File: src/rtl/rsa_seq.sv
// Operand sequencer and result controller in front of rsa_core: streams P, Q, E, M to the core
// as single-cycle load strobes, supervises the computation and hands back the result.
module rsa_seq #(
    parameter int unsigned DATA_WIDTH   = 8,
    parameter int unsigned NUM_OPERANDS = 4,
    parameter int unsigned TIMEOUT      = 4096,
    parameter bit          CLK_EDGE     = 1'b1
) (
    input  logic                  seq_clk,
    input  logic                  seq_rst,
    input  logic                  seq_abort,
    input  logic                  seq_in_valid,
    input  logic [DATA_WIDTH-1:0] seq_in_data,
    output logic                  seq_in_ready,
    output logic                  seq_core_load,
    output logic [DATA_WIDTH-1:0] seq_core_din,
    input  logic                  seq_core_done,
    input  logic                  seq_core_err,
    input  logic [DATA_WIDTH-1:0] seq_core_dout,
    output logic                  seq_out_valid,
    output logic [DATA_WIDTH-1:0] seq_out_data,
    input  logic                  seq_out_ready,
    output logic                  seq_busy,
    output logic                  seq_err,
    output logic [1:0]            seq_err_code
);

    localparam int unsigned CntW = $clog2(NUM_OPERANDS + 1);
    localparam int unsigned TmrW = $clog2(TIMEOUT);

    localparam logic [1:0] ErrNone     = 2'b00;
    localparam logic [1:0] ErrCore     = 2'b01;
    localparam logic [1:0] ErrTimeout  = 2'b10;
    localparam logic [1:0] ErrSpurious = 2'b11;

    typedef enum logic [2:0] {
        StAccept,
        StPulse,
        StWait,
        StOut,
        StErr
    } state_e;

    state_e                state_q, state_d;
    logic [CntW-1:0]       count_q, count_d;
    logic [TmrW-1:0]       timer_q, timer_d;
    logic                  done_q;
    logic                  load_q, load_d;
    logic [DATA_WIDTH-1:0] din_q, din_d;
    logic                  out_valid_q, out_valid_d;
    logic [DATA_WIDTH-1:0] out_data_q, out_data_d;
    logic [1:0]            err_code_q, err_code_d;
    logic                  done_rise;

    // Falling-edge operation is obtained by inverting the clock ahead of every flop.
    logic clk_g;
    assign clk_g = CLK_EDGE ? seq_clk : ~seq_clk;

    assign done_rise = seq_core_done & ~done_q;

    always_comb begin
        state_d     = state_q;
        count_d     = count_q;
        timer_d     = timer_q;
        load_d      = 1'b0;
        din_d       = din_q;
        out_valid_d = out_valid_q;
        out_data_d  = out_data_q;
        err_code_d  = err_code_q;

        if (seq_abort) begin
            state_d     = StAccept;
            count_d     = '0;
            timer_d     = '0;
            out_valid_d = 1'b0;
            err_code_d  = ErrNone;
        end else if (seq_core_err && state_q != StErr) begin
            state_d     = StErr;
            err_code_d  = ErrCore;
            out_valid_d = 1'b0;
        end else begin
            case (state_q)
                StAccept: begin
                    if (done_rise) begin
                        state_d    = StErr;
                        err_code_d = ErrSpurious;
                    end else if (seq_in_valid) begin
                        din_d   = seq_in_data;
                        load_d  = 1'b1;
                        count_d = count_q + CntW'(1);
                        state_d = StPulse;
                    end
                end
                StPulse: begin
                    if (done_rise) begin
                        state_d    = StErr;
                        err_code_d = ErrSpurious;
                    end else if (count_q == CntW'(NUM_OPERANDS)) begin
                        state_d = StWait;
                        timer_d = '0;
                    end else begin
                        state_d = StAccept;
                    end
                end
                StWait: begin
                    timer_d = timer_q + TmrW'(1);
                    // Timeout outranks a done arriving on the very last allowed cycle.
                    if (timer_q == TmrW'(TIMEOUT - 1)) begin
                        state_d    = StErr;
                        err_code_d = ErrTimeout;
                    end else if (done_rise) begin
                        out_data_d  = seq_core_dout;
                        out_valid_d = 1'b1;
                        state_d     = StOut;
                    end
                end
                StOut: begin
                    if (seq_out_ready) begin
                        out_valid_d = 1'b0;
                        count_d     = '0;
                        state_d     = StAccept;
                    end
                end
                StErr: begin
                    out_valid_d = 1'b0;
                end
                default: begin
                    state_d = StAccept;
                end
            endcase
        end
    end

    always_ff @(posedge clk_g or negedge seq_rst) begin
        if (!seq_rst) begin
            state_q     <= StAccept;
            count_q     <= '0;
            timer_q     <= '0;
            done_q      <= 1'b0;
            load_q      <= 1'b0;
            din_q       <= '0;
            out_valid_q <= 1'b0;
            out_data_q  <= '0;
            err_code_q  <= ErrNone;
        end else begin
            state_q     <= state_d;
            count_q     <= count_d;
            timer_q     <= timer_d;
            done_q      <= seq_core_done;
            load_q      <= load_d;
            din_q       <= din_d;
            out_valid_q <= out_valid_d;
            out_data_q  <= out_data_d;
            err_code_q  <= err_code_d;
        end
    end

    assign seq_in_ready  = (state_q == StAccept);
    assign seq_busy      = (state_q != StAccept) || (count_q != '0);
    assign seq_core_load = load_q;
    assign seq_core_din  = din_q;
    assign seq_out_valid = out_valid_q;
    assign seq_out_data  = out_data_q;
    assign seq_err       = (state_q == StErr);
    assign seq_err_code  = err_code_q;

endmodule
File: config.mk
export PLATFORM = sky130hd
export DESIGN_NAME = rsa_seq
export DESIGN_NICKNAME = d
export VERILOG_FILES = /design/src/rtl/rsa_seq.sv
export SDC_FILE = /design/constraint.sdc
export NUM_CORES = 1
export LEC_CHECK = 0
export CAP_MARGIN = 40
export CORE_ASPECT_RATIO = 0.5
export CORE_MARGIN = 3
export CORE_UTILIZATION = 47
export CTS_BUF_LIST = sky130_fd_sc_hd__clkbuf_8
export DETAILED_ROUTE_END_ITERATION = 6
export MAX_ROUTING_LAYER = met4
export PLACE_DENSITY = 0.79
export RECOVER_POWER = 25
export SLEW_MARGIN = 30
export SYNTH_ARGS = -nofsm -noshare
export SYNTH_HDL_FRONTEND = slang
export SYNTH_SLANG_ARGS = --single-unit
File: constraint.sdc
create_clock -name seq_clk -period 1.6 [get_ports seq_clk]
set_input_delay 0.16 -clock seq_clk [delete_from_list [all_inputs] [get_ports seq_clk]]
set_output_delay 0.16 -clock seq_clk [all_outputs]
set_load 0.005 [all_outputs]
==> impl_metrics.tcl <==
set metrics [dict create \
    status "complete, but fails checks" \
    violations "negative setup slack" \
    core_area_um2 3980 \
    yosys.area.top_type "dfrtp_1" \
    internal-power_uw 1760 \
    seq_area_frac_synth_pct 49.1 \
    relSlewSlack_pct 66.8 \
    syn_nets 214 \
    ys.flop_type "dfrtp_1" \
    power_density_nw_per_um2 703 \
    worst_path_max_delay_cell "dfrtp_1" \
    synth.cell_area_um2 1990 \
    yosys.area.top_type_share_pct 49.1 \
    tightestPinTransition_ns 0.498 \
    clockBufferDepth 2 \
    arrival_ns 1.95 \
    yosys_warnings 0 \
    synth_cells 188 \
    p_sw_share_pct 25.4 \
    hold_ws_ns 0.364 \
    end_kind "flop" \
    vias 2059 \
    design_area_um2 3350 \
    maxCapViolCount 0 \
    drc_errors 0 \
    synth-async-reset-ratio_pct 100 \
    path_delay_family "simple AND/OR/NAND/NOR gates" \
    first_global_vias 1987 \
    max_stage_delay_ns 0.43 \
    routed_wl_um 6780 \
    drt_iter0_markers 132 \
    grt_pass1_wl_um 9460 \
    grt_antenna_before_repair 0 \
    seq_power_share_pct 46.7 \
    final_hold_viol_count 0 \
    crit_buf_inv 2 \
    critPathLaunchType "flop" \
    tritoncts "done" \
    synth_edf_count 0 \
    timing.final.crit_period_ns 1.76 \
    cts_buffers 5 \
    place_congestion 0.897 \
    fin_nets 315 \
    hold_path_class "input port to flop" \
    synthTopCellsByArea "dfrtp_1 (49%), mux2_2 (9.1%), a21oi_1 (2.3%)" \
    power_leakage_uw 0.00143 \
    dp.cells 323 \
    avgViaCountPerCell 5.99 \
    ant_nets 0 \
    required_ns 1.78 \
    comb_power_share_pct 21.1 \
    wire_per_inst_um 19.7 \
    synth_cell_types 51 \
    yosys_register_bits 39 \
    die_h_um 52.0 \
    cts_sinks 39 \
    port_buffers 45 \
    firstDrtPassIters 4 \
    crit_path_cell_trace "buf_6 > nor3b_4 > o31ai_4 > nor4_4 > buf_4 > mux2_4" \
    timing.final.crit_share_pct 110 \
    syn_to_final_growth_pct 68.4 \
    die_x_um 98.0 \
    switching_power_uw 597 \
    final_cell_count_no_fill 344 \
    rsz0062_at_grt "true" \
    ios 46 \
    place.detailed.hpwl_um 3640 \
    timing.fmax_mhz 568 \
    num_rows 16 \
    power.share.clock_pct 32.2 \
    grt_start_max_net_pins 40 \
    clkLatencyLatePin_ns 0.30 \
    report.final.slew_viol_count 0 \
    crit_type "flop to flop" \
    start_util_pct 49.9 \
    avgSynthCellArea_um2 10.6 \
    setup_viol 29 \
    finClkSkew_ns 0.00742 \
    clk_pin_slew_ns 0.08 \
    place_area_um2 2820 \
    cts.htree.levels 2 \
    diodes 0 \
    irDropWorstVdd_mv 0.692 \
    layout_setup_ws_ns -0.161 \
    post_route_cells_drive_above_1_share_pct 46.6 \
    path_max_fanout 4 \
    dieArea_um2 5090 \
    place_ws_ns -0.231 \
    clockRootBuffer "clkbuf_8" \
    grt_overflow 0 \
    track_usage_pct 24.4 \
]
[synth_stat cells, types with 2 or more instances]
library cell / n
nand2_1: 12
a211oi_1: 2
o22ai_1: 3
o21ai_0: 9
ha_1: 3
nand2b_1: 4
and4_1: 2
o32ai_1: 2
buf_2: 6
o311ai_0: 2
mux2_2: 16
dfrtp_1: 39
nor2b_1: 2
nor3_1: 7
inv_1: 11
a31oi_1: 4
nand3_1: 6
a21oi_1: 9
buf_1: 2
nand4_1: 5
nor2_1: 11
and3_1: 2
[cell families (layout without fill, tap and decap cells)]
group	Yosys count	in the layout	synth area share, %
muxes	17	17	9.57
buffers and inverters	21	123	4.72
adders and majority gates	3	3	1.89
and+or+nand+nor	63	63	18.9
DFF	39	39	49.1
xor gates and xnor gates	1	1	0.441
AOI/OAI and AO/OA	44	44	15.4
[repair_timing]
action	in CTS	in global routing
cloned	1	1
endpoints found under the setup margin	23	38
endpoints found under the hold margin	39	0
hold buffers	1	0
gates resized for setup	50	49
pin swaps	9	26
buffers inserted	5	8
[state kept, by name, summed over array words and instances (netlist names)]
signal         flops
seq_core_din       8
seq_core_load      1
timer_q           12
count_q            3
done_q             1
state_q            3
seq_err_code       2
seq_out_valid      1
seq_out_data       8
[final cells by class]
cell class / instances / area (um^2)
multi-input cells: 128 / 1210
flip-flops and latches: 39 / 978
repair buffers: 104 / 943
fillers: 187 / 638
clock buffers: 7 / 96.3
well taps: 54 / 67.6
inverters: 11 / 41.3
clock inverters: 1 / 7.51
[metal layers]
layer | vias to the layer above | track usage (%) | routed length (um)
met1 | 1007 | 28.7 | 2730
li1 | 892 | - | -
met2 | 133 | 42.6 | 3330
met3 | 27 | 5.09 | 455
met5 | - | - | 0
met4 | 0 | 9.20 | 267
[path summary, 6_finish.rpt]
kind	startpoint	end	slack, ns	cells after the start
min in group asynchronous	seq_rst	timer_q[6]	0.44	3
min	seq_core_done	done_q	0.36	1
max in group asynchronous	seq_rst	state_q[0]	0.79	3
min reg2reg	timer_q[11]	timer_q[11]	0.50	1
max	state_q[1]	seq_out_data[1]	-0.16	6
max reg2reg	state_q[1]	seq_out_data[1]	-0.16	6
[cell usage in the layout (no fill, tap or decap), drive strengths merged, types with 3 or more instances in the layout]
| cell type | count |
|---|---|
| a31oi | 4 |
| nand2 | 12 |
| o22ai | 3 |
| buf | 59 |
| inv | 11 |
| dfrtp | 39 |
| nand3 | 6 |
| nor2 | 11 |
| clkdlybuf4s50 | 41 |
| nand4 | 5 |
| ha | 3 |
| clkbuf | 9 |
| a21oi | 9 |
| nor3 | 7 |
| o21ai | 9 |
| nand2b | 4 |
| mux2 | 16 |
[metrics by stage]
stage / setup TNS [ns] / util (%) / total power (uW)
after floorplan: -0.860 / - / 1250
after global placement: -4.21 / 70.7 / 1530
after detailed placement: -5.08 / 70.7 / 1550
after CTS: -1.06 / 78.7 / 2320
after global routing: -3.48 / 84.0 / 2450
final: -2.07 / 84.0 / 2350
[power groups by stage]
stage	sequential, uW	clock [uW]	combinational (uW)
floorplan	1120	0	138
global placement	1110	0	417
detailed placement	1120	0	429
CTS	1100	757	463
global route	1110	815	527
finish	1100	758	497
Power figures use the tool's default switching activity.
